**src/rtl/rtr_systolic_feeder.sv**
```systemverilog
`default_nettype none
// ============================================================================
//  Module   : rtr_systolic_feeder
//  Purpose  : West-edge driver for a row of rtr_systolic_general routers.
//             Buffers input activations in a FIFO, streams one framed burst
//             of iact/ctrl beats per command into the first router, seeds the
//             psum chain with the command bias, and captures the psum that
//             returns from the far end a fixed drain latency later.
//  Ports    : clk, rst                  - clock, async active-high reset
//             iact_in_*                 - upstream activation stream (v/r)
//             cmd_*                     - command: length, config, bias (v/r)
//             sys_ctrl_out/iact_out     - registered beat into router 0
//             sys_psum_out              - registered psum seed (bias)
//             sys_psum_in               - psum returning from the last router
//             res_data/valid/ready      - captured result (v/r)
//             busy                      - pass in progress
//  Revision : 1.0 - initial release
// ============================================================================
module rtr_systolic_feeder #(
  parameter int I_WIDTH    = 8,
  parameter int P_WIDTH    = 20,
  parameter int CTRL_WIDTH = 9,
  parameter int DEPTH      = 8,
  parameter int LEN_W      = 8,
  parameter int DRAIN_LAT  = 4
) (
  input  logic                  clk,
  input  logic                  rst,
  input  logic [I_WIDTH-1:0]    iact_in_data,
  input  logic                  iact_in_valid,
  output logic                  iact_in_ready,
  input  logic                  cmd_valid,
  output logic                  cmd_ready,
  input  logic [LEN_W-1:0]      cmd_len,
  input  logic [CTRL_WIDTH-4:0] cmd_cfg,
  input  logic [P_WIDTH-1:0]    cmd_bias,
  output logic [CTRL_WIDTH-1:0] sys_ctrl_out,
  output logic [I_WIDTH-1:0]    sys_iact_out,
  output logic [P_WIDTH-1:0]    sys_psum_out,
  input  logic [P_WIDTH-1:0]    sys_psum_in,
  output logic [P_WIDTH-1:0]    res_data,
  output logic                  res_valid,
  input  logic                  res_ready,
  output logic                  busy
);

  localparam int c_ADDR_W  = $clog2(DEPTH);
  localparam int c_CFG_W   = CTRL_WIDTH - 3;
  localparam int c_DRAIN_W = $clog2(DRAIN_LAT + 1);
  localparam logic [c_DRAIN_W-1:0] c_DRAIN_LAST = c_DRAIN_W'(DRAIN_LAT - 1);

  typedef enum logic [1:0] {
    S_IDLE   = 2'd0,
    S_STREAM = 2'd1,
    S_DRAIN  = 2'd2,
    S_HOLD   = 2'd3
  } state_t;

  state_t r_state;
  state_t w_state_nxt;

  // --------------------------------------------------------------------------
  // Activation FIFO: pointers carry one extra wrap bit to tell full from empty
  // --------------------------------------------------------------------------
  logic [I_WIDTH-1:0]  r_mem [DEPTH];
  logic [c_ADDR_W:0]   r_wptr;
  logic [c_ADDR_W:0]   r_rptr;
  logic                w_full;
  logic                w_empty;
  logic                w_push;
  logic                w_pop;
  logic [I_WIDTH-1:0]  w_head;

  assign w_empty = (r_wptr == r_rptr);
  assign w_full  = (r_wptr[c_ADDR_W] != r_rptr[c_ADDR_W]) &&
                   (r_wptr[c_ADDR_W-1:0] == r_rptr[c_ADDR_W-1:0]);
  assign w_push  = iact_in_valid && !w_full;
  assign w_head  = r_mem[r_rptr[c_ADDR_W-1:0]];

  always_ff @(posedge clk) begin
    if (w_push) begin
      r_mem[r_wptr[c_ADDR_W-1:0]] <= iact_in_data;
    end
  end

  always_ff @(posedge clk or posedge rst) begin
    if (rst) begin
      r_wptr <= '0;
      r_rptr <= '0;
    end else begin
      if (w_push) r_wptr <= r_wptr + 1'b1;
      if (w_pop)  r_rptr <= r_rptr + 1'b1;
    end
  end

  // --------------------------------------------------------------------------
  // Pass context and datapath registers
  // --------------------------------------------------------------------------
  logic [LEN_W-1:0]      r_len;
  logic [c_CFG_W-1:0]    r_cfg;
  logic [LEN_W-1:0]      r_cnt;
  logic [c_DRAIN_W-1:0]  r_drain;
  logic [CTRL_WIDTH-1:0] r_ctrl;
  logic [I_WIDTH-1:0]    r_iact;
  logic [P_WIDTH-1:0]    r_psum;
  logic [P_WIDTH-1:0]    r_res_data;
  logic                  r_res_valid;

  logic w_accept;
  logic w_capture;
  logic w_release;
  logic w_is_first;
  logic w_is_last;

  assign w_is_first = (r_cnt == '0);
  assign w_is_last  = (r_cnt == (r_len - LEN_W'(1)));

  // --------------------------------------------------------------------------
  // FSM
  // --------------------------------------------------------------------------
  always_ff @(posedge clk or posedge rst) begin
    if (rst) r_state <= S_IDLE;
    else     r_state <= w_state_nxt;
  end

  always_comb begin
    w_state_nxt = r_state;
    w_accept    = 1'b0;
    w_pop       = 1'b0;
    w_capture   = 1'b0;
    w_release   = 1'b0;
    case (r_state)
      S_IDLE: begin
        if (cmd_valid) begin
          w_accept    = 1'b1;
          // A zero-length command skips straight to the drain wait
          w_state_nxt = (cmd_len != '0) ? S_STREAM : S_DRAIN;
        end
      end
      S_STREAM: begin
        if (!w_empty) begin
          w_pop = 1'b1;
          if (w_is_last) w_state_nxt = S_DRAIN;
        end
      end
      S_DRAIN: begin
        if (r_drain == c_DRAIN_LAST) begin
          w_capture   = 1'b1;
          w_state_nxt = S_HOLD;
        end
      end
      S_HOLD: begin
        if (res_ready) begin
          w_release   = 1'b1;
          w_state_nxt = S_IDLE;
        end
      end
      default: w_state_nxt = S_IDLE;
    endcase
  end

  always_ff @(posedge clk or posedge rst) begin
    if (rst) begin
      r_len       <= '0;
      r_cfg       <= '0;
      r_cnt       <= '0;
      r_drain     <= '0;
      r_ctrl      <= '0;
      r_iact      <= '0;
      r_psum      <= '0;
      r_res_data  <= '0;
      r_res_valid <= 1'b0;
    end else begin
      // Every cycle without a popped beat drives a bubble
      r_ctrl <= '0;
      r_iact <= '0;

      if (w_accept) begin
        r_len   <= cmd_len;
        r_cfg   <= cmd_cfg;
        r_psum  <= cmd_bias;
        r_cnt   <= '0;
        r_drain <= '0;
      end

      if (w_pop) begin
        r_ctrl <= {r_cfg, w_is_last, w_is_first, 1'b1};
        r_iact <= w_head;
        r_cnt  <= r_cnt + LEN_W'(1);
      end

      // Counter starts at 0 in the cycle after the last beat is on the bus,
      // so reaching DRAIN_LAT-1 lands the capture DRAIN_LAT cycles later
      if ((r_state == S_DRAIN) && !w_capture) begin
        r_drain <= r_drain + c_DRAIN_W'(1);
      end

      if (w_capture) begin
        r_res_data  <= sys_psum_in;
        r_res_valid <= 1'b1;
      end

      if (w_release) begin
        r_res_valid <= 1'b0;
        r_psum      <= '0;
      end
    end
  end

  assign iact_in_ready = !w_full;
  assign cmd_ready     = (r_state == S_IDLE);
  assign busy          = (r_state != S_IDLE);
  assign sys_ctrl_out  = r_ctrl;
  assign sys_iact_out  = r_iact;
  assign sys_psum_out  = r_psum;
  assign res_data      = r_res_data;
  assign res_valid     = r_res_valid;

endmodule
`default_nettype wire

```
**config.mk**
```make
export PLATFORM = sky130hd
export DESIGN_NAME = rtr_systolic_feeder
export DESIGN_NICKNAME = d
export VERILOG_FILES = /design/src/rtl/rtr_systolic_feeder.sv
export SDC_FILE = /design/constraint.sdc
export NUM_CORES = 1
export LEC_CHECK = 0
export CORE_UTILIZATION = 51
export DETAILED_ROUTE_END_ITERATION = 16
export PLACE_DENSITY = 0.77
export RECOVER_POWER = 50
export SLEW_MARGIN = 20
export SYNTH_ARGS = -nofsm -noshare
export SYNTH_HDL_FRONTEND = slang
export SYNTH_SLANG_ARGS = --single-unit
```
**constraint.sdc**
```tcl
create_clock -name clk -period 3.76 [get_ports clk]
set_clock_uncertainty 0.2 [all_clocks]
set_input_delay 0.752 -clock clk [delete_from_list [all_inputs] [get_ports clk]]
set_output_delay 0.752 -clock clk [all_outputs]
set_load 0.02 [all_outputs]
```
==> out/results.tsv <==
stage	metric	value	unit
grt	number of global-route vias before repair	4195	
clocking	CTS Buffer Depth	2	
grt	grt ovf	0	
grt	first-pass GRT wire length	21.6	mm
layout	ant diodes	0	
critical_path	CP Class	flop to output pin	
floorplan	I/O pin count	128	
status	status	finished with violations	
routing	Via Count	4242	
timing	final period utilization	83.5	%
logic_synthesis	Synth cell types	40	
clocking	Post-CTS Resized	0	
clocking	hold_buf cts	0	
logic_synthesis	Syn Nets	567	
logic_synthesis	area of the mapped netlist	6440	um^2
critical_path	Buf/Inv on CP	2	
floorplan	starting density of the core	53.0	%
clocking	clock tree from TritonCTS	yes	
grt	pin count of the biggest net entering global routing	46	
routing	WL/cell	16.9	um
placed_design	Port Buffers	127	
floorplan	chip width	114	um
grt	initial antenna violation count	0	
routing	Detail Route Antenna Nets	0	
power	Power Dens Cells	842	nW/um^2
layout	layout cells sized above 1	12.4	%
critical_path	Max FO, Critical Path	11	
layout	Final nets	703	
placed_design	Placer Congestion	0.787	
clocking	Clock Latency Late Sink	0.43	ns
clocking	Clock Pin Slew Worst Setup and Hold Paths	0.06	ns
logic_synthesis	number of flops mapped to enable cells by yosys	64	
routing	drt pass-1 iters	5	
critical_path	CP Capture Type	output pin	
critical_path	Crit-path slowest cell	clkdlybuf4s50_1	
power	Leak	3.44	nW
layout	post-route insts no fill	806	
layout	area occupied by registers	4250	um^2
timing	RSZ-0062 raised after global routing	no	
status	failing checks	capacitance limit, slew limit	
layout	Syn-to-layout area delta	32.3	%
timing	PnR worst setup slack	0.621	ns
critical_path	slowest stage delay, CP	0.55	ns
grt	GRT Util Overall	22.4	%
critical_path	CP top delay family	buffers and inverters	
clocking	TritonCTS buffer count	17	
placed_design	pre-CTS setup slack	0.985	ns
placed_design	post-DP HPWL	9.43	mm
layout	fin area	8520	um^2
floorplan	die height	114	um
job	MaxCap Viol Count	1	
logic_synthesis	synthesized netlist cell count	489	
placed_design	Placed Instances	774	
timing	Finish-stage setup viols	0	
clocking	H-Tree Depth	4	
timing	Max Clk Rate	319	MHz
logic_synthesis	synth top area cells	dfrtp_1 36%, edfxtp_1 30%, nand2_1 5.7%, mux4_2 5.6%, mux2_2 3.5%	
floorplan	FP Rows	40	
clocking	Setup Buffers After CTS	0	
placed_design	Area after DPL	7930	um^2
timing	setup TNS	0	ns
routing	starting DRC count in detailed routing	302	
clocking	root buffer cell	clkbuf_16	
routing	WL final	13.6	mm
critical_path	CP Data Arrival Time	2.19	ns
clocking	clock sink total	157	
logic_synthesis	prevailing post-synth register cell	dfrtp_1	
logic_synthesis	Seq/Total Area, Yosys	66.0	%
timing	Min Clock Period, post-route	3.14	ns
timing	headroom to the max-slew limit	-38.5	%
min_path	HP Class	flop to flop	
timing	Slew @ Worst Pin	2.07	ns
layout	Filler cells	824	
floorplan	die area	13100	um^2
floorplan	Core Box Area	12200	um^2
critical_path	startpoint types	flop	
layout	multi-input combinational cell area	2060	um^2
routing	number of remaining DRC errors	0	
logic_synthesis	Synth Warn #	0	
logic_synthesis	top cell type's share of synthesized area	36.1	%
logic_synthesis	area leader, netlist	dfrtp_1	
timing	Hold Violations, Final	0	
critical_path	cell chain of the critical path	buf_4 > xor2_1 > or4b_1 > clkdlybuf4s50_1	
logic_synthesis	ys async rst share	59.2	%
logic_synthesis	flops & latches, synth	157	
power	Max IR drop VDD	394	uV
routing	vias per inst	5.26	
timing	Slew Limit Fails	46	
critical_path	CP Data Required Time	2.81	ns
logic_synthesis	Synth Area per Inst	13.2	um^2
[layout by cell type, fill, tap and decap left out, drive strengths merged, types with 11 or more instances in the layout]
master and instances:
inv 16, clkbuf 21, ha 11, a21oi 23
edfxtp 64, nor2 27, dfrtp 93, xnor2 13
nand2 98, mux4 16, clkdlybuf4s50 118, mux2 21
o21ai 17
[flip-flops by register name, indices dropped and copies added, names as in the netlist]
name / flops
r_wptr: 4
sys_ctrl_out: 9
r_rptr: 4
res_valid: 1
sys_iact_out: 8
r_len: 8
r_cnt: 8
r_cfg: 6
res_data: 20
r_drain: 3
sys_psum_out: 20
r_state: 2
r_mem: 64
[worst register-to-register path, stage by stage (launching register included)]
cell and delay, ns:
dfrtp_1 0.35, buf_4 0.19, xor2_1 0.17, nor4_1 0.63, nand2b_1 0.22, inv_1 0.24, nor2_1 0.36, o21ai_1 0.14
o21ai_1 0.11
[cell families after synthesis]
| family | count (synthesis) | synth area share (%) |
|---|---|---|
| compound gates | 49 | 4.39 |
| xor+xnor | 23 | 3.13 |
| fa+ha+maj | 11 | 2.14 |
| buf+inv | 34 | 2.10 |
| flops | 157 | 66.0 |
| mux | 45 | 10.5 |
| simple gates | 170 | 11.8 |
[synthesized netlist by cell type (2+ instances only)]
library cell,count
mux2i_1,8
ha_1,11
and2_1,10
xor2_1,10
o21ai_1,10
xnor2_1,13
nor3_1,8
nand2b_1,5
mux4_2,16
dfrtp_1,93
clkbuf_1,14
nor4b_1,3
or4b_1,2
buf_1,2
nand4_1,2
a311o_1,2
inv_1,11
o21ai_0,7
a21oi_1,23
and3_1,4
nand2_1,98
nand3_1,6
buf_2,6
edfxtp_1,64
mux2_2,20
nor2_1,27
[cell type report]
class	count	share of cell area (%)
clock buffer	17	4.99
clock inverter	15	2.17
inverter	12	0.543
multi-input combinational	298	24.2
sequential	157	49.9
tap	168	2.47
timing repair buffer	139	15.8
[metrics by stage]
stage / hold slack, ns / total power [mW] / util [%]
global placement: 0.249 / 5.35 / 65.2
CTS: 0.273 / 7.24 / 70.2
floorplan: 0.237 / 4.38 / -
global route: 0.294 / 7.56 / 70.1
detailed placement: 0.257 / 5.45 / 65.2
finish: 0.274 / 7.18 / 70.1
[power by group]
group | total [mW] | internal (mW) | switching, mW
logic | 2.76 | 1.30 | 1.46
clock network | 1.76 | 1.05 | 0.707
registers | 2.66 | 2.33 | 0.323
total | 7.18 | 4.68 | 2.49
[layer usage]
layer	part of all wire, %	global-route usage [%]	vias up
met1	42	28.7	2088
met5	0	0	-
li1	-	-	1982
met3	7.4	6.25	12
met4	1.1	8.31	0
met2	49	36.6	160
[path summary, 6_finish.rpt]
kind	from	end	slack (ns)	cells after the start
worst max-delay path	r_rptr[2]	iact_in_ready	0.62	4
worst min-delay path	r_cfg[3]	r_cfg[3]	0.27	2
worst max register to register	r_rptr[2]	r_cnt[4]	1.07	8
worst min register to register	r_cfg[3]	r_cfg[3]	0.27	2
max in group asynchronous	rst	res_data[4]	0.85	3
min in group asynchronous	rst	res_data[7]	1.12	2
Power figures use the tool's default switching activity.
